**src/rtl/fetch_stage_pkg.sv**
```systemverilog
// rtl/fetch_stage_pkg.sv - shared pipeline encodings and helpers for the fetch stage
//
// Purpose: next-PC select encodings, branch opcodes, bubble encoding, reset PC
//          default, the IF/ID register layout and target-address helpers.
// Ports:   none (package).

package fetch_stage_pkg;

  // Next-PC select driven by the control unit for the instruction in ID.
  typedef enum logic [1:0] {
    PCSRC_SEQ    = 2'b00,
    PCSRC_BRANCH = 2'b01,
    PCSRC_JUMP   = 2'b10,
    PCSRC_JR     = 2'b11
  } pcsrc_e;

  localparam logic [5:0]  OP_BEQ           = 6'h04;
  localparam logic [5:0]  OP_BNE           = 6'h05;
  localparam logic [31:0] NOP_INST         = 32'h0000_0000;
  localparam logic [31:0] RESET_PC_DEFAULT = 32'h0000_0000;
  localparam logic [31:0] PC_STEP          = 32'd4;

  // IF/ID pipeline register contents.
  typedef struct packed {
    logic [31:0] inst;
    logic [31:0] pc;
    logic [31:0] pc_plus4;
    logic        valid;
  } if_id_t;

  // A bubble clears every field so a squashed slot carries no stale address.
  localparam if_id_t IF_ID_BUBBLE = '{
    inst:     NOP_INST,
    pc:       32'h0000_0000,
    pc_plus4: 32'h0000_0000,
    valid:    1'b0
  };

  // pc_plus4 + (sign-extended imm16 << 2), modulo 2^32.
  function automatic logic [31:0] branch_target(input logic [31:0] pc_plus4,
                                                input logic [31:0] inst);
    logic [31:0] offset;
    offset = {{14{inst[15]}}, inst[15:0], 2'b00};
    return pc_plus4 + offset;
  endfunction

  // Region-relative jump: keep the top nibble of pc_plus4, replace the rest.
  function automatic logic [31:0] jump_target(input logic [31:0] pc_plus4,
                                              input logic [31:0] inst);
    return {pc_plus4[31:28], inst[25:0], 2'b00};
  endfunction

endpackage

```
**src/rtl/next_pc_sel.sv**
```systemverilog
// rtl/next_pc_sel.sv - combinational redirect decision and next-PC mux
//
// Purpose: computes branch / jump / jr targets for the instruction in ID,
//          decides whether the front end is redirected and selects the next PC.
// Ports:
//   pc              in   current PC register
//   if_id_inst      in   instruction held in IF/ID
//   if_id_pc_plus4  in   IF/ID pc + 4
//   pcsrc           in   control-unit next-PC select
//   rs_data/rt_data in   forwarded operands of the ID instruction
//   stall           in   load-use stall (PC holds, redirect ignored)
//   imem_ready      in   fetched word valid this cycle
//   redirect        out  ID instruction changes control flow this cycle
//   pc_plus4        out  pc + 4 (wraps modulo 2^32)
//   next_pc         out  value the PC register loads when not in reset

module next_pc_sel
  import fetch_stage_pkg::*;
(
  input  logic [31:0] pc,
  input  logic [31:0] if_id_inst,
  input  logic [31:0] if_id_pc_plus4,
  input  logic [1:0]  pcsrc,
  input  logic [31:0] rs_data,
  input  logic [31:0] rt_data,
  input  logic        stall,
  input  logic        imem_ready,
  output logic        redirect,
  output logic [31:0] pc_plus4,
  output logic [31:0] next_pc
);

  pcsrc_e      sel;
  logic [5:0]  opcode;
  logic        operands_equal;
  logic        branch_taken;
  logic [31:0] target;

  assign sel            = pcsrc_e'(pcsrc);
  assign opcode         = if_id_inst[31:26];
  assign operands_equal = (rs_data == rt_data);
  assign pc_plus4       = pc + PC_STEP;

  always_comb begin
    branch_taken = 1'b0;
    if (opcode == OP_BEQ) begin
      branch_taken = operands_equal;
    end else if (opcode == OP_BNE) begin
      branch_taken = !operands_equal;
    end
  end

  always_comb begin
    redirect = 1'b0;
    target   = pc_plus4;
    unique case (sel)
      PCSRC_SEQ: begin
        redirect = 1'b0;
        target   = pc_plus4;
      end
      PCSRC_BRANCH: begin
        redirect = branch_taken;
        target   = branch_target(if_id_pc_plus4, if_id_inst);
      end
      PCSRC_JUMP: begin
        redirect = 1'b1;
        target   = jump_target(if_id_pc_plus4, if_id_inst);
      end
      PCSRC_JR: begin
        // Loaded as given; alignment is the software's problem.
        redirect = 1'b1;
        target   = rs_data;
      end
      default: begin
        redirect = 1'b0;
        target   = pc_plus4;
      end
    endcase
  end

  // Stall wins over redirect because the ID operands are not final yet;
  // a redirect still lands even when memory has nothing for us this cycle.
  always_comb begin
    next_pc = pc;
    if (stall) begin
      next_pc = pc;
    end else if (redirect) begin
      next_pc = target;
    end else if (!imem_ready) begin
      next_pc = pc;
    end else begin
      next_pc = pc_plus4;
    end
  end

endmodule

```
**src/rtl/fetch_stage.sv**
```systemverilog
// rtl/fetch_stage.sv - PC register and IF/ID pipeline register of the fetch stage
//
// Purpose: fetches one instruction per cycle from a same-cycle instruction
//          memory, handles stall / redirect / memory-wait and presents the
//          fetched word to ID one cycle later.
// Ports:
//   clk, rst        in   clock, synchronous active-high reset
//   stall           in   hold PC and IF/ID
//   pcsrc           in   next-PC select for the ID instruction
//   rs_data/rt_data in   forwarded operands of the ID instruction
//   imem_addr       out  instruction-memory address (= PC)
//   imem_inst       in   instruction word at imem_addr
//   imem_ready      in   imem_inst valid this cycle
//   if_id_inst      out  instruction to ID (0 = bubble)
//   if_id_pc        out  address of if_id_inst
//   if_id_pc_plus4  out  if_id_pc + 4
//   if_id_valid     out  if_id_inst is a real fetched instruction

module fetch_stage
  import fetch_stage_pkg::*;
#(
  parameter logic [31:0] RESET_PC = RESET_PC_DEFAULT
) (
  input  logic        clk,
  input  logic        rst,
  input  logic        stall,
  input  logic [1:0]  pcsrc,
  input  logic [31:0] rs_data,
  input  logic [31:0] rt_data,
  output logic [31:0] imem_addr,
  input  logic [31:0] imem_inst,
  input  logic        imem_ready,
  output logic [31:0] if_id_inst,
  output logic [31:0] if_id_pc,
  output logic [31:0] if_id_pc_plus4,
  output logic        if_id_valid
);

  logic [31:0] pc_q;
  if_id_t      if_id_q;
  logic        redirect;
  logic [31:0] pc_plus4;
  logic [31:0] next_pc;

  next_pc_sel u_next_pc_sel (
    .pc             (pc_q),
    .if_id_inst     (if_id_q.inst),
    .if_id_pc_plus4 (if_id_q.pc_plus4),
    .pcsrc          (pcsrc),
    .rs_data        (rs_data),
    .rt_data        (rt_data),
    .stall          (stall),
    .imem_ready     (imem_ready),
    .redirect       (redirect),
    .pc_plus4       (pc_plus4),
    .next_pc        (next_pc)
  );

  always_ff @(posedge clk) begin
    if (rst) begin
      pc_q    <= RESET_PC;
      if_id_q <= IF_ID_BUBBLE;
    end else begin
      pc_q <= next_pc;
      if (!stall) begin
        // No delay slot: the word fetched alongside a redirect is squashed.
        if (redirect || !imem_ready) begin
          if_id_q <= IF_ID_BUBBLE;
        end else begin
          if_id_q <= '{inst: imem_inst, pc: pc_q, pc_plus4: pc_plus4, valid: 1'b1};
        end
      end
    end
  end

  assign imem_addr      = pc_q;
  assign if_id_inst     = if_id_q.inst;
  assign if_id_pc       = if_id_q.pc;
  assign if_id_pc_plus4 = if_id_q.pc_plus4;
  assign if_id_valid    = if_id_q.valid;

endmodule

```
**config.mk**
```make
export PLATFORM = sky130hd
export DESIGN_NAME = fetch_stage
export DESIGN_NICKNAME = d
export VERILOG_FILES = /design/src/rtl/fetch_stage_pkg.sv /design/src/rtl/next_pc_sel.sv /design/src/rtl/fetch_stage.sv
export SDC_FILE = /design/constraint.sdc
export NUM_CORES = 1
export LEC_CHECK = 0
export ABC_AREA = 1
export BUFFER_PORTS_ARGS = -buffer_cell sky130_fd_sc_hd__clkbuf_2
export CAP_MARGIN = 20
export CELL_PAD_IN_SITES_DETAIL_PLACEMENT = 0
export CELL_PAD_IN_SITES_GLOBAL_PLACEMENT = 1
export CORE_MARGIN = 2
export CORE_UTILIZATION = 30
export CTS_CLUSTER_DIAMETER = 40
export DETAILED_ROUTE_END_ITERATION = 10
export GPL_TIMING_DRIVEN = 0
export PLACE_DENSITY_LB_ADDON = 0.2
export SYNTH_ARGS = -nofsm -noshare
export SYNTH_HDL_FRONTEND = slang
export SYNTH_SLANG_ARGS = --single-unit
```
**constraint.sdc**
```tcl
create_clock -name clk -period 4.1 [get_ports clk]
set_input_delay 0 -clock clk [delete_from_list [all_inputs] [get_ports clk]]
set_output_delay 0 -clock clk [all_outputs]
set_load 0.02 [all_outputs]
```
==> Word level (Yosys, flattened, before mapping) <==
Index checks and enable logic that the tools add are counted.
{ "classes": {"n_addsub": 2, "eq_ne": 6, "muxes": 7, "bitwise": 1, "n_reduce_logical": 7} }
{ "op_table": {"columns": ["cell", "n"], "rows": [
  ["case mux 32 bit (4 select lines)", 1],
  ["2-to-1 mux 97 bit", 1],
  ["2-to-1 mux 32 bit", 2],
  ["adder 32 x 3 -> 32 bit (second input constant)", 1],
  ["adder 32 bit", 1],
  ["equality test 32 bit", 1],
  ["equality test 6 x 3 -> 1 bit (second input constant)", 2],
  ["equality test 2 bit (second input constant)", 2],
  ["case mux 1 bit (3 select lines)", 1],
  ["equality test 2 x 1 -> 1 bit (second input constant)", 1],
  ["logical NOT 1 bit", 2],
  ["logical NOT 2 bit", 1],
  ["2-to-1 mux 1 bit", 2],
  ["AND reduction 2 bit", 1],
  ["nonzero test 2 bit", 1],
  ["OR reduction 2 bit", 1],
  ["logical OR 1 bit", 1],
  ["NOT 1 bit", 1]
]} }
{ "totals": {"ff_bits": 129, "inputBits": 102, "word_cells": 28} }

==> Logic depth before layout (Yosys ltp) <==
{ "logic_depth": {"word_depth": 7, "mapped_depth": 18} }

==> Cells and area by module <==
A second synthesis with hierarchy kept.
{ "hier_totals": {"cells_unflattened": 1651, "area_unflattened_um2": 9904.5} }
{ "modules_own_cells": {"columns": ["module", "instances", "cells_per_inst", "area_each_um2", "seq_area_each_um2"], "rows": [
  ["next_pc_sel", 1, 1120, 5437.7, 0.0],
  ["fetch_stage", 1, 531, 4466.8, 2582.5]
]} }

==> Worst setup path before layout <==
Ideal clock, no wire load.
{ "synth_timing": {"path_type": "register -> register", "startpoint": "register if_id_q (netlist bit if_id_inst[15])", "endpoint": "register pc_q[31] (netlist: imem_addr[31])", "setup_ns": 0.112, "t_arrival_ns": 2.119, "required_time_ns": 3.988, "setup_slack_ns": 1.869, "stages_incl_launch_ff": 16, "synth_period_minus_slack_ns": 2.231, "cell_sequence": "dfxtp_1 > ha_1 > nand2_1 > inv_1 > nand2_1 > nand2_1 > a21oi_1 > nor2_1 > nor2_1 > nand3b_1 > nand3_1 > nand3_1 > nand2_1 > nand2_1 > nor2_1 > nor2_1"} }
{ "synth_between": {"elab_chain_cells": 3} }
{ "synth_lines": {"columns": ["element", "line_no", "source"], "rows": [
  ["start: declaration", "fetch_stage.sv:40", "if_id_t if_id_q;"],
  ["start signal: assignment", "fetch_stage.sv:70", "if_id_q <= '{inst: imem_inst, pc: pc_q, pc_plus4: pc_plus4, valid: 1'b1};"],
  ["adder 32 bit", "fetch_stage_pkg.sv:44", "return pc_plus4 + offset;"],
  ["case mux 32 bit (4 select lines)", "next_pc_sel.sv:56", "unique case (sel)"],
  ["2-to-1 mux 32 bit", "next_pc_sel.sv:87", "end else if (redirect) begin"],
  ["end signal: assignment", "fetch_stage.sv:64", "pc_q <= next_pc;"],
  ["end: declaration", "fetch_stage.sv:39", "logic [31:0] pc_q;"]
]} }
Every way passes these cells.
A chain may end at the register's enable or synchronous reset.

==> Worst setup path in the final report <==
{ "layout_timing": {"startpoint": "register if_id_q (netlist bit if_id_inst[15])", "endpoint": "register pc_q[20] (netlist: imem_addr[20])"} }
The elaborated chain is that of the path after synthesis.

==> results.tsv <==
metric	value	unit
skew final	0.0204	ns
GRT Total Usage	24.9	%
prevailing post-synth register cell	dfxtp_1	
Async SR Flop Fraction	0	%
final wirelength	40900	um
Root Driver	clkbuf_16	
Clock Path Buffers	2	
Setup Buffers After CTS	0	
Setup crit end kind	flop	
Pre-antenna DRT Iters	6	
syn avg cell area	5.98	um2
clk_lat worst skew	0.44	ns
global-route wire length before repair	62200	um
detailed-route DRC error count	0	
pwr dens	293	mW/mm2
area leader, netlist	dfxtp_1	
CTS tree	yes	
top-area cell type share of the netlist area	27.0	%
placed inst area	0.0111	mm2
Die X	181	um
row count	64	
outcome	complete, no violations	
M1 WL	19100	um
total power	3.51	mW
Post-synth top cells	579 x nand2_1, 195 x nand3_1, 160 x inv_1, 132 x a21oi_1, 127 x dfxtp_1	
post-CTS resize count	0	
met2 WL	18500	um
Setup crit start kind	flop	
# fillers	3509	
Hold Crit Class	in -> reg	
Net count, final	1988	
Final Util	39.0	%
Max Freq	339	MHz
RSZ-0062 raised after global routing	no	
routed len/inst	18.1	um
Avg Vias per Cell	4.91	
Seq/Total Area, Yosys	27.0	%
Num CTS Buffers	17	
IO buf count	227	
Starting Density	30.7	%
Worst Path Required	4.40	ns
Multi-input gate area	0.00591	mm2
final HPWL from detailed placement	33100	um
Slew @ Worst Pin	0.861	ns
EDFF count, synth	0	
fin area	0.0120	mm2
final std cells w/o fill	2265	
Fin Setup TNS	0	ns
remaining antenna violation count	0	
total die area	0.0329	mm2
gpl congestion	0.939	
clock sink total	127	
dpl cells	2200	
post-layout min period	2.95	ns
pin count of the biggest net entering global routing	19	
Seq. cell area	0.00254	mm2
fraction of the cycle the final worst path needs	72.0	%
Die Ht	181	um
Net Count, Synth	1710	
number of DRC markers in iteration 0	887	
top layer in use	met5	
Yosys cell types	43	
Clock transition at path regs	0.07	ns
Slew Limit Fails	0	
vias in the first global route	10600	
Setup violations, final	0	
initial antenna violation count	1	
met3 WL post-DR	2440	um
post-synth design cell area	0.00943	mm2
share of layout cells above drive strength 1	17.3	%
WS Path Type	reg -> reg	
gr ovfl total	0	
Slew headroom	42.1	%
I/O pin count	231	
crit-path max FO	18	
Max-Cap Viols	0	
synth warn	0	
leakage power	5.78	nW
Hold Fails Final Rpt	0	
Worst Path Arrival	3.25	ns
cell with the most instances after synthesis	nand2_1	
synthesized flop and latch total	127	
Core ar.	0.0307	mm2
ranking of synthesized cells by area	dfxtp_1 27%, nand2_1 23%, nand3_1 10%	
cells after synthesis	1577	
vias	11100	
Syn-to-layout area delta	27.2	%
Worst VDD drop	0.279	mV
H-tree depth	4	
[sequential cells by signal, summed over array words and instances, names as in the netlist]
| name | count |
|---|---|
| if_id_valid | 1 |
| imem_addr | 32 |
| if_id_inst | 32 |
| if_id_pc_plus4 | 30 |
| if_id_pc | 32 |
[repair_timing]
item	CTS	global route
setup endpoints to repair	0	0
hold buffers	32	0
hold endpoints to repair	32	0
[final timing paths]
check	endpoint	depth (start not counted)	start	slack [ns]
hold reg to reg	if_id_pc[25]	2	if_id_pc[25]	0.47
setup reg to reg	imem_addr[20]	14	if_id_inst[15]	1.15
setup / recovery	imem_addr[20]	14	if_id_inst[15]	1.15
hold / removal	imem_addr[3]	4	rst	0.08
[layer usage]
| layer | vias to the layer above | track usage, % |
|---|---|---|
| li1 | 5598 | - |
| met2 | 358 | 40.6 |
| met5 | - | 0 |
| met1 | 5121 | 33.6 |
| met4 | 2 | 7.19 |
| met3 | 47 | 4.47 |
[critical path: stages, from the launching register on]
cell and delay, ns:
dfxtp_1 0.88, ha_1 0.35, nand2_1 0.13, inv_1 0.09, nand2_1 0.05, nor2_1 0.35
nand4_1 0.29, nand3_1 0.16, nand2_1 0.06, nand3_1 0.11, nand3b_1 0.10, nand2_1 0.07
nand2_1 0.05, nand2_1 0.07, a21oi_1 0.06
[per-stage QoR]
step / hold slack (ns) / setup slack, ns
after floorplan: 0.160 / 1.87
after global placement: 0.250 / 1.25
after detailed placement: 0.257 / 1.25
after CTS: 0.0669 / 1.23
after global routing: 0.108 / 0.842
final: 0.0842 / 1.15
[final cells by class]
| type | instances | area share (%) |
|---|---|---|
| Antenna cell | 1 | 0.0209 |
| Buffer | 71 | 3.05 |
| Clock buffer | 18 | 3.66 |
| Clock inverter | 14 | 1.40 |
| Inverter | 165 | 5.16 |
| Multi-Input combinational cell | 1214 | 49.2 |
| Sequential cell | 127 | 21.2 |
| Tap cell | 396 | 4.13 |
| Timing Repair Buffer | 259 | 12.1 |
[placed cells by master (no fill, tap or decap), types with 6 or more instances in the layout]
master / synthesis / routed
clkbuf_1: 41 / 41
dfxtp_1: 127 / 127
xor2_1: 17 / 17
nand3_1: 195 / 195
nand3_2: 21 / 21
clkbuf_16: 0 / 17
nand2_1: 579 / 579
clkbuf_2: 0 / 227
and2_1: 6 / 6
nor3_1: 18 / 18
o21ai_0: 14 / 14
dlygate4sd3_1: 0 / 32
inv_1: 160 / 160
xnor2_1: 35 / 35
nand3b_1: 17 / 17
nand4_1: 13 / 13
nor2_1: 109 / 109
ha_1: 30 / 30
a21oi_1: 132 / 132
buf_2: 15 / 15
inv_6: 0 / 6
buf_1: 6 / 6
[cell families after synthesis]
group,share of synthesized area (%)
simple gates,45.0
buf+inv,10.4
compound gates,8.38
flops,27.0
xor+xnor,5.00
fa+ha+maj,4.19
[where the power goes]
part | internal (mW) | switching, mW | total (mW)
combinational | 0.196 | 0.353 | 0.549
sequential | 1.26 | 0.0522 | 1.32
clock | 0.935 | 0.712 | 1.65
total | 2.39 | 1.12 | 3.51
No activity file was read; power rests on OpenSTA's default activity.
